--- config.mk ---
export PLATFORM = sky130hd
export DESIGN_NAME = stepper_sequencer
export DESIGN_NICKNAME = d
export VERILOG_FILES = /design/src/rtl/stepper_pkg.sv /design/src/rtl/stepper_sequencer_rise_detect.sv /design/src/rtl/stepper_sequencer.sv
export SDC_FILE = /design/constraint.sdc
export NUM_CORES = 1
export LEC_CHECK = 0
export ABC_AREA = 1
export CORE_MARGIN = 3
export CORE_UTILIZATION = 30
export CTS_BUF_LIST = sky130_fd_sc_hd__clkbuf_2 sky130_fd_sc_hd__clkbuf_4 sky130_fd_sc_hd__clkbuf_8
export DETAILED_ROUTE_END_ITERATION = 8
export SLEW_MARGIN = 10
export SYNTH_ARGS = -nofsm -noshare
export SYNTH_HDL_FRONTEND = slang
export SYNTH_HIERARCHICAL = 1
export SYNTH_SLANG_ARGS = --single-unit
--- constraint.sdc ---
create_clock -name i_Clk -period 1.8 [get_ports i_Clk]
set_clock_uncertainty 0.05 [all_clocks]
set_input_delay 0.36 -clock i_Clk [delete_from_list [all_inputs] [get_ports i_Clk]]
set_output_delay 0.36 -clock i_Clk [all_outputs]
set_load 0.03 [all_outputs]
--- src/rtl/stepper_pkg.sv ---
// Shared types and constants for the stepper coil sequencer: FSM states,
// the 8-phase unipolar coil table and the per-mode phase increments.
package stepper_pkg;

    typedef enum logic [1:0] {
        IDLE = 2'd0,
        RUN  = 2'd1,
        DONE = 2'd2
    } state_t;

    // Phase table: bit3 = coil A .. bit0 = coil D.
    // Even phases energise one coil; odd phases energise two.
    localparam logic [3:0] COIL_TABLE [8] = '{
        4'b1000, 4'b1100, 4'b0100, 4'b0110,
        4'b0010, 4'b0011, 4'b0001, 4'b1001
    };

    localparam logic [2:0] HALF_INC = 3'd1;
    localparam logic [2:0] FULL_INC = 3'd2;

    // The 3-bit index wraps modulo 8 on its own, so no explicit wrap logic is needed.
    function automatic logic [2:0] next_idx(input logic [2:0] idx,
                                            input logic       fwd,
                                            input logic       half);
        logic [2:0] inc;
        inc = half ? HALF_INC : FULL_INC;
        return fwd ? (idx + inc) : (idx - inc);
    endfunction

    function automatic logic [3:0] coil_pattern(input logic [2:0] idx);
        return COIL_TABLE[idx];
    endfunction

endpackage

--- src/rtl/stepper_sequencer_rise_detect.sv ---
// Registered 1-bit rising-edge detector. RST_VAL = 1 means a line that is
// already high when reset is released does not produce an edge.
module rise_detect #(
    parameter logic RST_VAL = 1'b1
) (
    input  logic i_Clk,
    input  logic i_Rst,
    input  logic i_D,
    output logic o_Rise
);

    logic d_q;
    logic d_d;

    always_comb begin
        d_d = i_D;
    end

    always_ff @(posedge i_Clk) begin
        if (i_Rst) begin
            d_q <= RST_VAL;
        end else begin
            d_q <= d_d;
        end
    end

    assign o_Rise = i_D & ~d_q;

endmodule

--- src/rtl/stepper_sequencer.sv ---
// Stepper coil sequencer: steps a 4-coil unipolar pattern on every prescaler
// rising edge. Optional macro STEPPER_IDLE_RELEASE_EN de-energises coils in IDLE.
module stepper_sequencer #(
    parameter int STEPS_W = 16
) (
    input  logic               i_Clk,
    input  logic               i_Rst,
    input  logic               i_Presc,
    input  logic               i_Start,
    input  logic               i_Stop,
    input  logic               i_Dir,
    input  logic               i_Half,
    input  logic [STEPS_W-1:0] i_Steps,
    output logic [3:0]         o_Coils,
    output logic               o_Busy,
    output logic               o_Done
);

    import stepper_pkg::*;

    logic               tick;
    state_t             state_q, state_d;
    logic [2:0]         idx_q, idx_d;
    logic [STEPS_W-1:0] rem_q, rem_d;
    logic               dir_q, dir_d;
    logic               half_q, half_d;

    rise_detect #(
        .RST_VAL(1'b1)
    ) u_presc_edge (
        .i_Clk (i_Clk),
        .i_Rst (i_Rst),
        .i_D   (i_Presc),
        .o_Rise(tick)
    );

    always_comb begin
        state_d = state_q;
        idx_d   = idx_q;
        rem_d   = rem_q;
        dir_d   = dir_q;
        half_d  = half_q;
        case (state_q)
            IDLE: begin
                // Stop beats start; a tick on the accept edge is deliberately dropped.
                if (i_Start && !i_Stop) begin
                    dir_d  = i_Dir;
                    half_d = i_Half;
                    rem_d  = i_Steps;
                    state_d = (i_Steps != '0) ? RUN : DONE;
                end
            end
            RUN: begin
                if (i_Stop) begin
                    state_d = IDLE;
                end else if (tick) begin
                    idx_d = next_idx(idx_q, dir_q, half_q);
                    rem_d = rem_q - STEPS_W'(1);
                    if (rem_q == STEPS_W'(1)) begin
                        state_d = DONE;
                    end
                end
            end
            DONE: begin
                state_d = IDLE;
            end
            default: begin
                state_d = IDLE;
            end
        endcase
    end

    always_ff @(posedge i_Clk) begin
        if (i_Rst) begin
            state_q <= IDLE;
            idx_q   <= 3'd0;
            rem_q   <= '0;
            dir_q   <= 1'b0;
            half_q  <= 1'b0;
        end else begin
            state_q <= state_d;
            idx_q   <= idx_d;
            rem_q   <= rem_d;
            dir_q   <= dir_d;
            half_q  <= half_d;
        end
    end

    assign o_Busy = (state_q == RUN);
    assign o_Done = (state_q == DONE);

`ifdef STEPPER_IDLE_RELEASE_EN
    // Phase index is kept while released so the next move resumes in phase.
    assign o_Coils = (state_q == IDLE) ? 4'b0000 : coil_pattern(idx_q);
`else
    assign o_Coils = coil_pattern(idx_q);
`endif

endmodule

# [Yosys cells after proc, flatten, opt, wreduce, memory -nomap -nowiden]
# Memory sizes are Yosys's and may differ from the RTL's.
# Cells that the tools add are included.
[op_classes] addsub=3 n_lt_le_gt_ge=1 eq_ne=8 mux=14 bitwise=4 n_reduce_logical=9
[op_table] operator="2-to-1 mux 16 bit" n=3
[op_table] operator="case mux 16 bit (2 select lines)" n=1
[op_table] operator="== test 16 x 1 -> 1 bit, second input constant" n=1
[op_table] operator="nonzero test 16 bit" n=1
[op_table] operator="subtractor 16 x 1 -> 16 bit, second input constant" n=1
[op_table] operator="2-to-1 mux 2 bit" n=6
[op_table] operator="2-to-1 mux 4 bit" n=2
[op_table] operator="!= test 3 x 2 -> 1 bit, second input constant" n=2
[op_table] operator="AND reduction 3 bit" n=2
[op_table] operator=">= comparator 4 bit, second input constant" n=1
[op_table] operator="!= test 2 bit, second input constant" n=2
[op_table] operator="inverter 3 -> 4 bit" n=1
[op_table] operator="case mux 2 bit (2 select lines)" n=1
[op_table] operator="AND reduction 4 bit" n=1
[op_table] operator="adder 3 x 2 -> 3 bit" n=1
[op_table] operator="2-to-1 mux 3 bit" n=1
[op_table] operator="subtractor 3 x 2 -> 3 bit" n=1
[op_table] operator="== test 2 x 1 -> 1 bit, second input constant" n=1
[op_table] operator="== test 2 bit, second input constant" n=1
[op_table] operator="zero test 2 bit" n=1
[op_table] operator="!= test 2 x 1 -> 1 bit, second input constant" n=1
[op_table] operator="inverter 1 bit" n=2
[op_table] operator="AND reduction 2 bit" n=1
[op_table] operator="nonzero test 2 bit" n=1
[op_table] operator="3 further kinds" n=3
[word_totals] register_bits=24 rom_bits=32 inputBits=23 output_inout_bits=6 elab_cells=46 memories=1
[mem_list] name="(no name shown)" words=8 width=4 rd=1 rd_clocked_by_memory_dff=0 write_ports=0 line_no="stepper_pkg.sv:31" rtl="return COIL_TABLE[idx];"

# [Longest topological paths before layout]
[logic_depth] ltp_word=5 depth_mapped=10 depth_no_buf=9

# [Modules after synthesis]
# Netlist, hierarchy kept.
[by_module_without_submodules] module="stepper_sequencer" instances=1 cells_each=262 area_per_inst_um2=1574.0 seq_area_each_um2=460.4
[by_module_without_submodules] module="rise_detect" instances=1 cells_each=5 area_per_inst_um2=37.5 seq_area_each_um2=20.0

# [Worst setup path before layout]
# Ideal clock, no wire load.
[synth_timing] kind="reg2out" startpoint="reg idx_q[2]" endpoint="out o_Coils[3]" arrival_time_ns=1.119 t_required_ns=1.390 setup_slack_ns=0.271 stages_incl_launch_ff=3 path_buffers=0 path_cell_list="dfxtp_1 -> inv_1 -> o21ai_0"
[synth_between] elab_chain_len=4
[synth_rtl] item="start: declaration" line_no="stepper_sequencer.sv:23" rtl="logic [2:0] idx_q, idx_d;"
[synth_rtl] item="start signal: assignment" line_no="stepper_sequencer.sv:82" rtl="idx_q <= idx_d;"
[synth_rtl] item="inverter 3 -> 4 bit (implied by the code)" line_no="stepper_pkg.sv:31"
[synth_rtl] item="memory (8 x 4 bit)"
[synth_rtl] item="2-to-1 mux 4 bit (implied by the code) (2 in a row)" line_no="stepper_pkg.sv:31"
[synth_rtl] item="end: declaration" line_no="stepper_sequencer.sv:14" rtl="output logic [3:0] o_Coils,"
# No other way between the ends. The select of a mux whose other input is x is not followed.

# [Worst setup path after layout]
[layout_timing] startpoint="reg state_q[0]" endpoint="out o_Busy"
[layout_between] elab_chain_len=1
[layout_rtl] item="start: declaration" line_no="stepper_sequencer.sv:22" rtl="state_t state_q, state_d;"
[layout_rtl] item="start signal: assignment" line_no="stepper_sequencer.sv:81" rtl="state_q <= state_d;"
[layout_rtl] item="== test 2 x 1 -> 1 bit" line_no="stepper_sequencer.sv:89" rtl="assign o_Busy = (state_q == RUN);"
[layout_rtl] item="end: declaration" line_no="stepper_sequencer.sv:15" rtl="output logic o_Busy,"
# No other way between the ends.

==> results.cfg <==
[outcome]
status = completed

[power]
switching_share_pct = 30.2
pwr-share-seq_pct = 40.4
clockPowerShare_pct = 32.4
power_mw = 1.47
p_switching_mw = 0.443
pwr-share-comb_pct = 27.2
power.leakage_nw = 0.864
p_per_area_nw_per_um2 = 702
p_int_mw = 1.03
max-vdd-ir-drop_v = 0.000308

[sta]
layout_setup_ws_ns = 0.183
relSlewSlack_pct = 72.6
rsz0062_at_grt = false
worst_pin_slew_ns = 0.408
hold_viol = 0
holdWs_ns = 0.437
fmax_mhz = 618
fin_crit_ns = 1.62
period_share_pct = 89.8
setup_viol = 0
finalSetupTns_ns = 0
slew_violations = 0

[finish]
num-fill-cells = 614
area.growth.synth_to_final_pct = 29.8
antenna_cells = 0
drive_above_1_share_pct = 12.5
fin_area_sq_um = 2090
nNetsFinal = 331
seq_area_sq_um = 480
multiInputGateArea_sq_um = 991

[yosys]
syn-cell-area_sq_um = 1610
synth_seq_area_share_pct = 29.8
ys_warn_count = 6
synthCells = 267
yosysTopAreaCell = dfxtp_1
synth_most_common_cell = nand2_1
syn_avg_cell_area_sq_um = 6.04
synth.top_cells.by_count = nand2_1 (69), nor2_1 (48), inv_1 (26), dfxtp_1 (24), o21ai_0 (23)
synth-main-ff-cell = dfxtp_1
async_flop_share_pct = 0
synth.distinct_cells = 26
synth_top_area_share_pct = 29.8
synth_area_leaders = dfxtp_1 (30%), nand2_1 (16%), nor2_1 (11%)
synth_nets = 294
synth_edf_count = 0
ys_seq_elements = 24

[clock_network]
cts_sinks = 24
cts.path.max_buffers = 2
clk_pin_slew_worst_paths_ns = 0.09
post_cts_buffers = 0
cts_inserted_buffers = 3
cts_tree = done
clk_latency_ns = 0.27
root_buffer = clkbuf_8
cts-htree-levels = 1

[floorplanning]
die-width_um = 79.3
initial_core_util_pct = 31.4
rows = 26
pin_count = 29
die-area_sq_um = 6290
coreArea_sq_um = 5140
dieHeight_um = 79.3

[hold_path]
hold_class = reg2reg

[worst_setup_path]
crit_fanout = 25
critPathCaptureType = output port
startpoint_type = flip-flop
required_ns = 1.39
crit_arrival_ns = 1.21
critPathKind = reg2out

[placed_design]
place_hpwl_um = 3240
pre_cts_ws_ns = 0.0158
place_area_sq_um = 2040
gp_congestion = 0.907
portBuffers = 28

[run]
maxCapViolations = 0

[global_route]
grt_overflow = 0
grt_use_total_pct = 13.9
grt_first_pass_wirelength_um = 7030
grt_antenna_before_repair = 0
grt_max_degree = 26
grt_pass1_vias = 1577

[route]
vias = 1705
wl_per_cell_um = 11.0
drc_errors = 0
first_iter_violations = 109
antenna_left = 0
dr.pass1.iters = 4
routed_wl_um = 4100
vias_per_cell = 4.57
## worst max-delay path: stages, from the launching register on
cell     delay, ns
dfxtp_1       0.39
inv_1         0.06
nor2_2        0.13
buf_12        0.18
buf_4         0.17
## metal layers
layer | track usage, % | vias to the layer above | wire (um)
li1 | - | 920 | -
met1 | 18.6 | 739 | 2030
met2 | 23.8 | 42 | 1850
met3 | 1.25 | 4 | 177
met4 | 3.61 | 0 | 45
met5 | 0 | - | 0
## through the flow
step,utilization (%),cells
6_report,40.7,373
5_1_grt,40.7,373
4_1_cts,41.0,373
3_5_place_dp,39.7,369
3_3_place_gp,39.7,369
2_1_floorplan,-,267
## path summary, 6_finish.rpt
check                          startpoint               endpoint  slack [ns]  cells after the start
setup / recovery  state_q[0]$_SDFFE_PP0P_                 o_Busy        0.18                      4
hold / removal      rem_q[7]$_SDFFE_PP0P_  rem_q[7]$_SDFFE_PP0P_        0.44                      2
setup reg to reg    idx_q[0]$_SDFFE_PP0P_  idx_q[2]$_SDFFE_PP0P_        0.27                      6
hold reg to reg     rem_q[7]$_SDFFE_PP0P_  rem_q[7]$_SDFFE_PP0P_        0.44                      2
## registers in the layout, summed over array words and instances (netlist names)
name	cells
rem_q	16
half_q	1
u_presc_edge/d_q	1
idx_q	3
state_q	2
dir_q	1
## layout by cell type, fill, tap and decap left out, types with 2 or more instances in the layout
cell,instances
inv_2,2
nand3_1,16
a21oi_1,22
o21ai_1,2
inv_1,26
nand4_1,2
nor2_2,10
nor3_1,2
a21oi_2,2
clkdlybuf4s50_1,22
nor2_1,48
dfxtp_1,24
nand2_1,69
clkbuf_8,3
buf_4,9
ha_1,3
o21ai_0,23
buf_12,2
clkbuf_2,4
nand2_2,2
## kinds of logic (layout without fill, tap and decap cells)
group	count (synthesis)	after routing	synth area share, %
and+or+nand+nor	153	153	40.8
AOI/OAI and AO/OA	51	51	16.6
buffers and inverters	34	70	8.70
DFF	24	24	29.8
adders and majority gates	4	4	3.57
xor gates and xnor gates	1	1	0.544
## timing repair
action	4_1_cts	5_1_grt
hold buffers	0	0
pin swaps	0	0
endpoints found under the setup margin	5	4
gates resized for setup	5	10
## power by group through the flow
stage          Combinational [mW]  Sequential (mW)  Clock, mW
2_1_floorplan               0.262            0.597          0
3_3_place_gp                0.398            0.604          0
3_5_place_dp                0.400            0.604          0
4_1_cts                     0.402            0.592      0.488
5_1_grt                     0.462            0.599      0.506
6_report                    0.399            0.593      0.476
## area by class of cell
class / count / area share [%]
Timing Repair Buffer: 38 / 17.0
Clock buffer: 3 / 1.97
Clock inverter: 1 / 1.44
Tap cell: 70 / 4.19
Sequential cell: 24 / 23.0
Inverter: 28 / 5.02
Multi-Input combinational cell: 209 / 47.4
Power figures use the tool's default switching activity.
==> RTL edit (same settings) <==
`RST_VAL` is set to 1'b1 in 2 places; all go to 1'b0.
--- a/src/rtl/stepper_sequencer_rise_detect.sv
+++ b/src/rtl/stepper_sequencer_rise_detect.sv
@@ -1,7 +1,7 @@
 // Registered 1-bit rising-edge detector. RST_VAL = 1 means a line that is
 // already high when reset is released does not produce an edge.
 module rise_detect #(
-    parameter logic RST_VAL = 1'b1
+    parameter logic RST_VAL = 1'b0
 ) (
     input  logic i_Clk,
     input  logic i_Rst,
--- a/src/rtl/stepper_sequencer.sv
+++ b/src/rtl/stepper_sequencer.sv
@@ -26,7 +26,7 @@
     logic               half_q, half_d;
 
     rise_detect #(
-        .RST_VAL(1'b1)
+        .RST_VAL(1'b0)
     ) u_presc_edge (
         .i_Clk (i_Clk),
         .i_Rst (i_Rst),
Check against the original RTL: no difference found for any inputs over 10 cycles, from zero or initial values and one cycle with i_Rst high; that may be too few to reach the edited logic, so the function may still have changed.
==> RTL edit against the unedited design <==
Design area rose by 0.84%; power rose by 3.2%; sequential power rose by 1%; critical endpoint is now o_Coils[3]; critical path type unchanged; largest power group unchanged; wire length rose by 3.5%; synthesized cell count fell by 0.37%; area after synthesis fell by 0.39%; die area fell by 0.35%; sequential cell count did not move; setup slack got worse by 0.091 ns.
==> RTL edit: results (changes against the unedited design) <==
DR WL/cell 11.4 um (was 11.0 um); fraction of layout cells with a size suffix above 1 12.8% (was 12.5%); Leak 0.880 nW (was 0.864 nW); Initial DRC Count 165 (was 109); CP arrival 1.30 ns (was 1.21 ns); drt total wl 4250 um (was 4100 um); via count 1703 (was 1705); Total GRT Usage 13.8% (was 13.9%); GR Util met1 19.2% (was 18.6%); Placed Area 2050 um2 (was 2040 um2); fill cell count 557 (was 614); outcome completed (unchanged); slew at the pin closest to its max-slew limit 0.304 ns (was 0.408 ns); non-clk buf share 18.2% (was 17.0%); routability cong. 0.860 (was 0.907); WL met1 2170 um (was 2030 um); predominant post-synthesis flop cell dfxtp_1 (unchanged); H-tree Lvls 1 (unchanged); Place WS 0.0148 ns (was 0.0158 ns); area of the multi-input gates 988 um2 (was 991 um2); GR Layer Usage met2 21.8% (was 23.8%); grt met3 use 2.15% (was 1.25%); met2 wire length 1850 um (about the same); Final clock-cell share 3.38% (was 3.41%); first-pass GRT wire length 6960 um (was 7030 um); fin nets 333 (was 331); Syn Nets 293 (was 294); Layout clock buffers 3 (unchanged); Multi-In Gates 209 (unchanged); Clock Tree Buf Depth 2 (unchanged); initial antenna violation count 0 (unchanged); Hold Path Class reg -> reg (unchanged); synth top area cells dfxtp_1, nand2_1, nor2_1, o21ai_0, a21oi_1 (unchanged); vias in the first global route 1456 (was 1577); syn_area_per_cell 6.03 um2 (was 6.04 um2); inverters 27 (was 28); commonest cells in the netlist nand2_1, nor2_1, inv_1 (unchanged); sequential share of cell area 22.8% (was 23.0%); Final HPWL DP 3370 um (was 3240 um); Placed Cells incl. Taps 368 (was 369); post-synthesis cell type count 26 (unchanged); multi-input combinational area share 46.9% (was 47.4%); top flop regs rem_q (16), idx_q (3), state_q (2) (unchanged); FF+latch count 24 (unchanged); largest net degree at the start of global routing 19 (was 26); met3 WL post-DR 190 um (was 177 um); top routing layer used met4 (unchanged); VDD IR max 412 uV (was 308 uV); critical path's slowest cell clkdlybuf4s15_1 (was dfxtp_1); crit path max fanout 5 (was 25); Buffers excl. clock 41 (was 38); Core Area 4940 um2 (was 5140 um2); sequential area share after synthesis 29.9% (was 29.8%)
RTL edit: logic make-up after synthesis:
family,after synthesis,share of synthesized area (%)
AND/OR/NAND/NOR,153,40.8
AO/OA/AOI/OAI,51,16.7
buffers and inverters,33,8.50
flip-flops,24,29.9
adder cells (fa/ha/maj),4,3.59
XOR/XNOR,1,0.546
RTL edit: timing repair:
| item | CTS | global route |
|---|---|---|
| setup endpoints to repair | 5 | 4 |
| buffers inserted | 0 | 0 |
| resized for setup | 5 | 8 |
| endpoints found under the hold margin | 0 | 0 |
RTL edit: path summary, 6_finish.rpt:
check	start	endpoint	slack [ns]	cells after the start
hold reg to reg	rem_q[7]	rem_q[7]	0.45	2
setup reg to reg	idx_q[0]	idx_q[2]	0.26	6
setup / recovery	idx_q[2]	o_Coils[3]	0.09	3
hold / removal	rem_q[7]	rem_q[7]	0.45	2
RTL edit: power by group:
part	internal (mW)	switching [mW]	total (mW)
clock	0.297	0.187	0.485
sequential	0.564	0.0353	0.599
combinational	0.182	0.250	0.432
total	1.04	0.473	1.52
